**config.mk**
```make
export PLATFORM = sky130hd
export DESIGN_NAME = exc_ctrl
export DESIGN_NICKNAME = d
export VERILOG_FILES = /design/src/rtl/exc_ctrl.sv
export SDC_FILE = /design/constraint.sdc
export NUM_CORES = 1
export LEC_CHECK = 0
export CAP_MARGIN = 30
export CORE_AREA = 8 8 125 127
export CTS_CLUSTER_DIAMETER = 50
export DETAILED_ROUTE_END_ITERATION = 7
export DIE_AREA = 0 0 133 135
export DONT_BUFFER_PORTS = 1
export REMOVE_ABC_BUFFERS = 1
export SYNTH_ARGS = -nofsm -noshare
export SYNTH_HDL_FRONTEND = slang
export SYNTH_SLANG_ARGS = --single-unit
```
**constraint.sdc**
```tcl
create_clock -name clk -period 2 [get_ports clk]
set_input_delay 0.1 -clock clk [delete_from_list [all_inputs] [get_ports clk]]
set_output_delay 0.1 -clock clk [all_outputs]
set_load 0.005 [all_outputs]
```
**src/rtl/exc_ctrl.sv**
```systemverilog
// Exception control for the single-cycle LEGv8 core: takes sync faults and
// external IRQs, holds ELR/ESR/count, steers the next-PC mux, halts on double fault.
module exc_ctrl #(
  parameter int             N      = 64,
  parameter logic [N-1:0]   VECTOR = 64'h0000_0000_0000_00D8
) (
  input  logic         clk,
  input  logic         reset,
  input  logic [N-1:0] PC,
  input  logic [3:0]   EStatus,
  input  logic         ERet,
  input  logic         ExtIRQ,
  input  logic [1:0]   SysSel,
  output logic [1:0]   NextPCSel,
  output logic [N-1:0] ExcVector,
  output logic [N-1:0] ELR,
  output logic [N-1:0] ESR,
  output logic [N-1:0] SysRdData,
  output logic         ExtIAck,
  output logic         InHandler,
  output logic         Fault
);

  typedef enum logic [1:0] {RUN, HANDLER, FAULT} state_t;

  state_t       state_q;
  logic [N-1:0] elr_q;
  logic [3:0]   esr_q;
  logic [7:0]   cnt_q;
  logic         ack_q;

  logic         sync, take_sync, take_irq;
  logic [N-1:0] pc_plus4;
  logic [7:0]   cnt_inc;

  assign sync      = (EStatus != 4'd0);
  assign take_sync = (state_q == RUN) && sync;
  // sync wins over a simultaneous IRQ; the level-held IRQ is taken later
  assign take_irq  = (state_q == RUN) && !sync && ExtIRQ;
  assign pc_plus4  = PC + N'(4);
  assign cnt_inc   = (cnt_q == 8'hFF) ? cnt_q : cnt_q + 8'd1;

  always_ff @(posedge clk or negedge reset) begin
    if (!reset) begin
      state_q <= RUN;
      elr_q   <= '0;
      esr_q   <= '0;
      cnt_q   <= '0;
      ack_q   <= 1'b0;
    end else begin
      ack_q <= 1'b0;
      case (state_q)
        RUN: begin
          if (take_sync || take_irq) begin
            elr_q   <= pc_plus4;
            esr_q   <= take_sync ? EStatus : 4'b0001;
            cnt_q   <= cnt_inc;
            ack_q   <= take_irq;
            state_q <= HANDLER;
          end
        end
        HANDLER: begin
          if (sync) begin
            esr_q   <= EStatus;
            state_q <= FAULT;
          end else if (ERet) begin
            state_q <= RUN;
          end
        end
        default: state_q <= FAULT;
      endcase
    end
  end

  always_comb begin
    NextPCSel = 2'b00;
    if (reset) begin
      case (state_q)
        RUN:     NextPCSel = (take_sync || take_irq) ? 2'b01 : 2'b00;
        HANDLER: NextPCSel = sync ? 2'b11 : (ERet ? 2'b10 : 2'b00);
        default: NextPCSel = 2'b11;
      endcase
    end
  end

  always_comb begin
    SysRdData = '0;
    case (SysSel)
      2'b00:   SysRdData = elr_q;
      2'b01:   SysRdData = ESR;
      2'b10:   SysRdData = {{(N-8){1'b0}}, cnt_q};
      default: SysRdData = '0;
    endcase
  end

  assign ExcVector = VECTOR;
  assign ELR       = elr_q;
  assign ESR       = {{(N-4){1'b0}}, esr_q};
  assign ExtIAck   = ack_q;
  assign InHandler = (state_q == HANDLER);
  assign Fault     = (state_q == FAULT);

endmodule
```
# ---- Word-level counts from Yosys, hierarchy flattened
# Cells that the tools add are included.
dict set report totals {
  inputBits 74
  wordCells 45
  latchBits 0
  mem_bits_rw 0
  ff_bits 79
  mem_count 0
  mem_bits_ro 0
}
dict set report classes {
  div_mod_pow 0
  shift 0
  n_mul 0
  n_eq_ne 8
  n_addsub 2
  bitwise_logic 1
  mux 16
  n_lt_le_gt_ge 0
  n_reduce_logical 13
}
# op n
set ops {}
lappend ops {{$pmux W64 S3} 1}
lappend ops {{$add A64 B3 Y64 const B} 1}
lappend ops {{$mux W2} 6}
lappend ops {{$mux W4} 3}
lappend ops {{$add A8 B1 Y8 const B} 1}
lappend ops {{$eq A8 B8 Y1 const B} 1}
lappend ops {{$pmux W2 S2} 2}
lappend ops {{$pmux W4 S2} 1}
lappend ops {{$reduce_and A3 Y1} 2}
lappend ops {{$eq A2 B1 Y1 const B} 2}
lappend ops {{$eq A2 B2 Y1 const B} 2}
lappend ops {{$logic_not A2 Y1} 2}
lappend ops {{$ne A2 B1 Y1 const B} 2}
lappend ops {{$reduce_and A2 Y1} 2}
lappend ops {{$reduce_bool A4 Y1} 1}
lappend ops {{$logic_and A1 B1 Y1} 3}
lappend ops {{$mux W1} 3}
lappend ops {{$ne A3 B2 Y1 const B} 1}
lappend ops {{$reduce_bool A2 Y1} 1}
lappend ops {{$logic_not A1 Y1} 1}
lappend ops {{$logic_or A1 B1 Y1} 1}
lappend ops {{$not A1 Y1} 1}

# ---- Longest topological paths before layout
dict set report logic_depth {
  depth_word 8
  ltp_mapped 8
  mapped_depth_nobuf 6
}

# ---- Least setup slack after synthesis
# OpenSTA, ideal clock, no wires.
dict set report synth_timing {
  path_kind {input-to-reg}
  startpoint {in PC[2]}
  endpoint {reg elr_q[52] (netlist: ELR[52])}
  slack_ns 0.273
  setup_time_ns 0.065
  arrival_time_ns 1.662
  required_time_ns 1.935
  stages 6
  path_cell_list {ha_1 -> nand3_1 -> or4_1 -> or4_4 -> mux2_4 -> nand2_1}
}
dict set report synth_between {
  elab_chain_cells 1
}
# item line_no
set synth_rtl {}
lappend synth_rtl {{from (decl)} 9} ;# input logic [N-1:0] PC,
lappend synth_rtl {{$add A64 B3 Y64} 40} ;# assign pc_plus4 = PC + N'(4);
lappend synth_rtl {{to (signal assigned)} 55} ;# elr_q <= pc_plus4;
lappend synth_rtl {{to (decl)} 27} ;# logic [N-1:0] elr_q;
# No other way between the ends.
# A chain may end at the register's enable or synchronous reset.

# ---- Worst setup path after layout
dict set report layout_timing {
  startpoint {reg state_q[0]}
  endpoint {reg elr_q[58] (netlist: ELR[58])}
}
dict set report layout_between {
  elab_chain_cells 5
  elab_cells_between_ends 6
  cone_classes {6 x reduce/logical}
}
# item line_no
set layout_rtl {}
lappend layout_rtl {{from (decl)} 26} ;# state_t state_q;
lappend layout_rtl {{from (signal assigned)} 45} ;# state_q <= RUN;
lappend layout_rtl {{from (signal assigned)} 59} ;# state_q <= HANDLER;
lappend layout_rtl {{from (signal assigned)} 65} ;# state_q <= FAULT;
lappend layout_rtl {{$logic_not A2 Y1 (*)} {37, 39, 52}}
lappend layout_rtl {{$logic_and A1 B1 Y1 (2 in a row)} 39} ;# assign take_irq = (state_q == RUN) && !sync && ExtIRQ;
lappend layout_rtl {{$logic_or A1 B1 Y1} 54} ;# if (take_sync || take_irq) begin
lappend layout_rtl {{$reduce_and A2 Y1 (no line) (*)} --}
# Every way passes the cells marked *; elsewhere a longest branch is shown, timed or not.

==> metrics.md <==
| Metric | Value |
|---|---|
| Post-placement cell count | `920` |
| DRC violations left | `0` |
| Worst-path clk slew | `roughly 60 ps` |
| Synth Flop Type | `dfrtp_1` |
| Initial antenna violation count | `0` |
| Port Buffer Count | `0` |
| Post-DR vias/cell | `about 5.4` |
| Num CTS Buffers | `9` |
| Synth top area cells | `dfrtp_1 (31%), buf_4 (15%), and2_1 (6.6%), nand2_1 (5.7%), xnor2_1 (4.3%)` |
| CTS max path bufs | `2` |
| Post-route cell area | `7090 µm²` |
| Seq/Total Area, Yosys | `around a third` |
| Die footprint | `18000 µm²` |
| First-pass GRT wire length | `approximately 31000 µm` |
| Final Cycle Share | `between 90 and 100%` |
| WP data arrival | `~2100 ps` |
| Slew headroom | `65.4%` |
| Number of fill cells | `around 1300` |
| Starting density of the core | `between 40% and 50%` |
| Initial drt markers | `roughly 360` |
| Final Hold Fails | `0` |
| CP max stage delay | `between 500 and 600 ps` |
| First-pass detailed-route iteration total | `6` |
| Syn-to-layout area delta | `12.8%` |
| Synth area leader | `dfrtp_1` |
| Lkg Pwr | `slightly above 0.003 µW` |
| Register area | `between 1500 and 2000 µm²` |
| Most frequent cells after synthesis | `buf_4 (129), nand2_1 (95), dfrtp_1 (79), and2_1 (66), o21ai_0 (47)` |
| Synth warn | `0` |
| Top-Level Pins | `~340` |
| Antenna viol nets, final | `0` |
| Final slew viol count | `0` |
| Nets | `about 900` |
| Crit path max fanout | `16` |
| Post-Layout Cell Count | `1005` |
| Latest clock arrival within the worst-skew pair | `between 300 and 400 ps` |
| Crit. End Element | `register` |
| Total grt overflow | `0` |
| Vias in the first global route | `roughly 5700` |
| HP Class | `in -> reg` |
| Die Height | `~140 µm` |
| CTS tree | `done` |
| Seq cells post-synth | `between 70 and 80` |
| Overall Power | `about 5000 µW` |
| Critical Path RT | `about 2300 ps` |
| Crit-path slowest cell | `or4_1` |
| Synthesized cell area | `between 6000 and 7000 µm²` |
| Maximum VDD drop | `slightly below 0.0004 V` |
| Clock Skews | `6.76 ps` |
| Fraction of layout cells with a size suffix above 1 | `8.12%` |
| Max frequency | `0.550 GHz` |
| Count of final setup violators | `0` |
| Root Driver | `clkbuf_16` |
| Crit path cell chain | `nor2_1, o21ai_4, or4_1, mux2_2, nand3_1` |
| PwrDens | `just over 700 nW/µm²` |
| # clock sinks | `79` |
| Routed len/inst | `approximately 20 µm` |
| Most numerous cell in the Yosys netlist | `buf_4` |
| CP Launch Type | `register` |
| Ys async rst share | `between 90% and 100%` |
| Vias | `about 5400` |
| Status | `finished clean` |
| Largest net degree at the start of global routing | `80` |
| Crit Path Class | `reg -> reg` |
| Total track usage | `between 20% and 30%` |
| Crit path buffers/inverters | `0` |
| Slew @ Worst Pin | `515 ps` |
| Final Wtd Congestion | `0.861` |
| # Max-Cap Violations | `0` |
| H-tree Lvls | `3` |
| Gate Count Post-Synth | `between 700 and 800` |
| Final min period | `roughly 1800 ps` |
| Avg Cell Area, Syn | `8.34 µm²` |
| Unique masters post-synth | `59` |
| FP Rows | `43` |
| Core Region | `13600 µm²` |
| ANT cells | `0` |
| Detailed placer's ending HPWL | `roughly 15000 µm` |
| Synth top area share | `31.4%` |
| Dpl cell area | `between 6000 and 7000 µm²` |
| Footprint of the multi-input gates | `3640 µm²` |
| Critical path's top delay family | `simple AND/OR/NAND/NOR gates` |
| Setup Total Neg Slack | `0 ps` |
| Post-Route WL | `around 20000 µm` |
| Final core occ | `between 50 and 60%` |
| Die span in x | `roughly 130 µm` |
| RSZ-0062 raised after global routing | `false` |
| Number of flops mapped to enable cells by yosys | `0` |
[worst reg2reg max path, stage by stage, from the launching register on]
cell and delay [ps]:
dfrtp_1 440, nor2_1 230, o21ai_4 200, or4_1 540, mux2_2 270, nand3_1 80
[metrics by stage]
| step | hold WS (ps) | setup slack, ps |
|---|---|---|
| 3_3_place_gp | -191 | 141 |
| 3_5_place_dp | -192 | 96.9 |
| 4_1_cts | 3.95 | 119 |
| 6_report | 16.8 | 181 |
| 2_1_floorplan | -196 | -1640 |
| 5_1_grt | 24.3 | 42.2 |
[layer usage]
layer | part of all wire [%] | wire (µm) | up-vias | GRT usage, %
met2 | 51 | 10500 | 272 | 38.4
met3 | 8.0 | 1630 | 37 | 5.39
met1 | 38 | 7660 | 2574 | 23.9
li1 | - | - | 2515 | -
met5 | 0 | 0 | - | 0
met4 | 3.0 | 609 | 0 | 9.78
[cell type report]
cell class | instances | area share [%]
Tap cell | 180 | 3.17
Clock inverter | 6 | 0.864
Multi-Input combinational cell | 626 | 51.3
Timing Repair Buffer | 95 | 13.1
Sequential cell | 79 | 27.9
Clock buffer | 10 | 3.23
Inverter | 9 | 0.476
[where the power goes]
part	internal [µW]	switching (µW)
Clock	963	691
Combinational	441	534
Sequential	1970	449
Total	3370	1670
[layout by cell type (no fill, tap or decap), types with 13 or more instances in the layout]
cell type / netlist / routed
and2_1: 66 / 66
and3_1: 20 / 20
buf_4: 129 / 24
conb_1: 2 / 124
dfrtp_1: 79 / 79
dlygate4sd3_1: 0 / 68
mux2i_1: 14 / 14
nand2_1: 95 / 95
nand3_1: 26 / 26
nand4_1: 29 / 29
nor2_1: 25 / 24
nor3_1: 15 / 15
nor4_1: 18 / 18
o21ai_0: 47 / 47
or4_1: 13 / 13
xnor2_1: 31 / 31
xor2_1: 15 / 15
[state kept, by name, summed over array words and instances (netlist names)]
register  flops
state_q       2
cnt_q         8
ExtIAck       1
esr_q         4
ELR          64
[path summary, 6_finish.rpt]
path	start	cells past startpoint	to	slack (ps)
min	PC[63]	3	ELR[63]$_DFFE_PN0P_	20
min in group asynchronous	reset	2	ELR[14]$_DFFE_PN0P_	400
max reg2reg	state_q[0]$_DFFE_PN0P_	5	ELR[58]$_DFFE_PN0P_	180
max in group asynchronous	reset	2	ELR[40]$_DFFE_PN0P_	1290
min reg2reg	cnt_q[4]$_DFFE_PN0P_	1	cnt_q[4]$_DFFE_PN0P_	500
max	state_q[0]$_DFFE_PN0P_	5	ELR[58]$_DFFE_PN0P_	180
[what timing repair did]
item                       CTS  global route
hold endpoints to repair   146             0
resized for setup            0             2
setup endpoints to repair    0             8
setup buffers                0             0
hold buffers                69             0
[cells by family after synthesis]
| family | share of synthesized area, % |
|---|---|
| other cells | 0.119 |
| mux | 3.54 |
| fa+ha+maj | 0.398 |
| simple gates | 31.3 |
| xor+xnor | 6.41 |
| buf+inv | 18.3 |
| compound gates | 8.46 |
| flops | 31.4 |
Power figures use the tool's default switching activity.
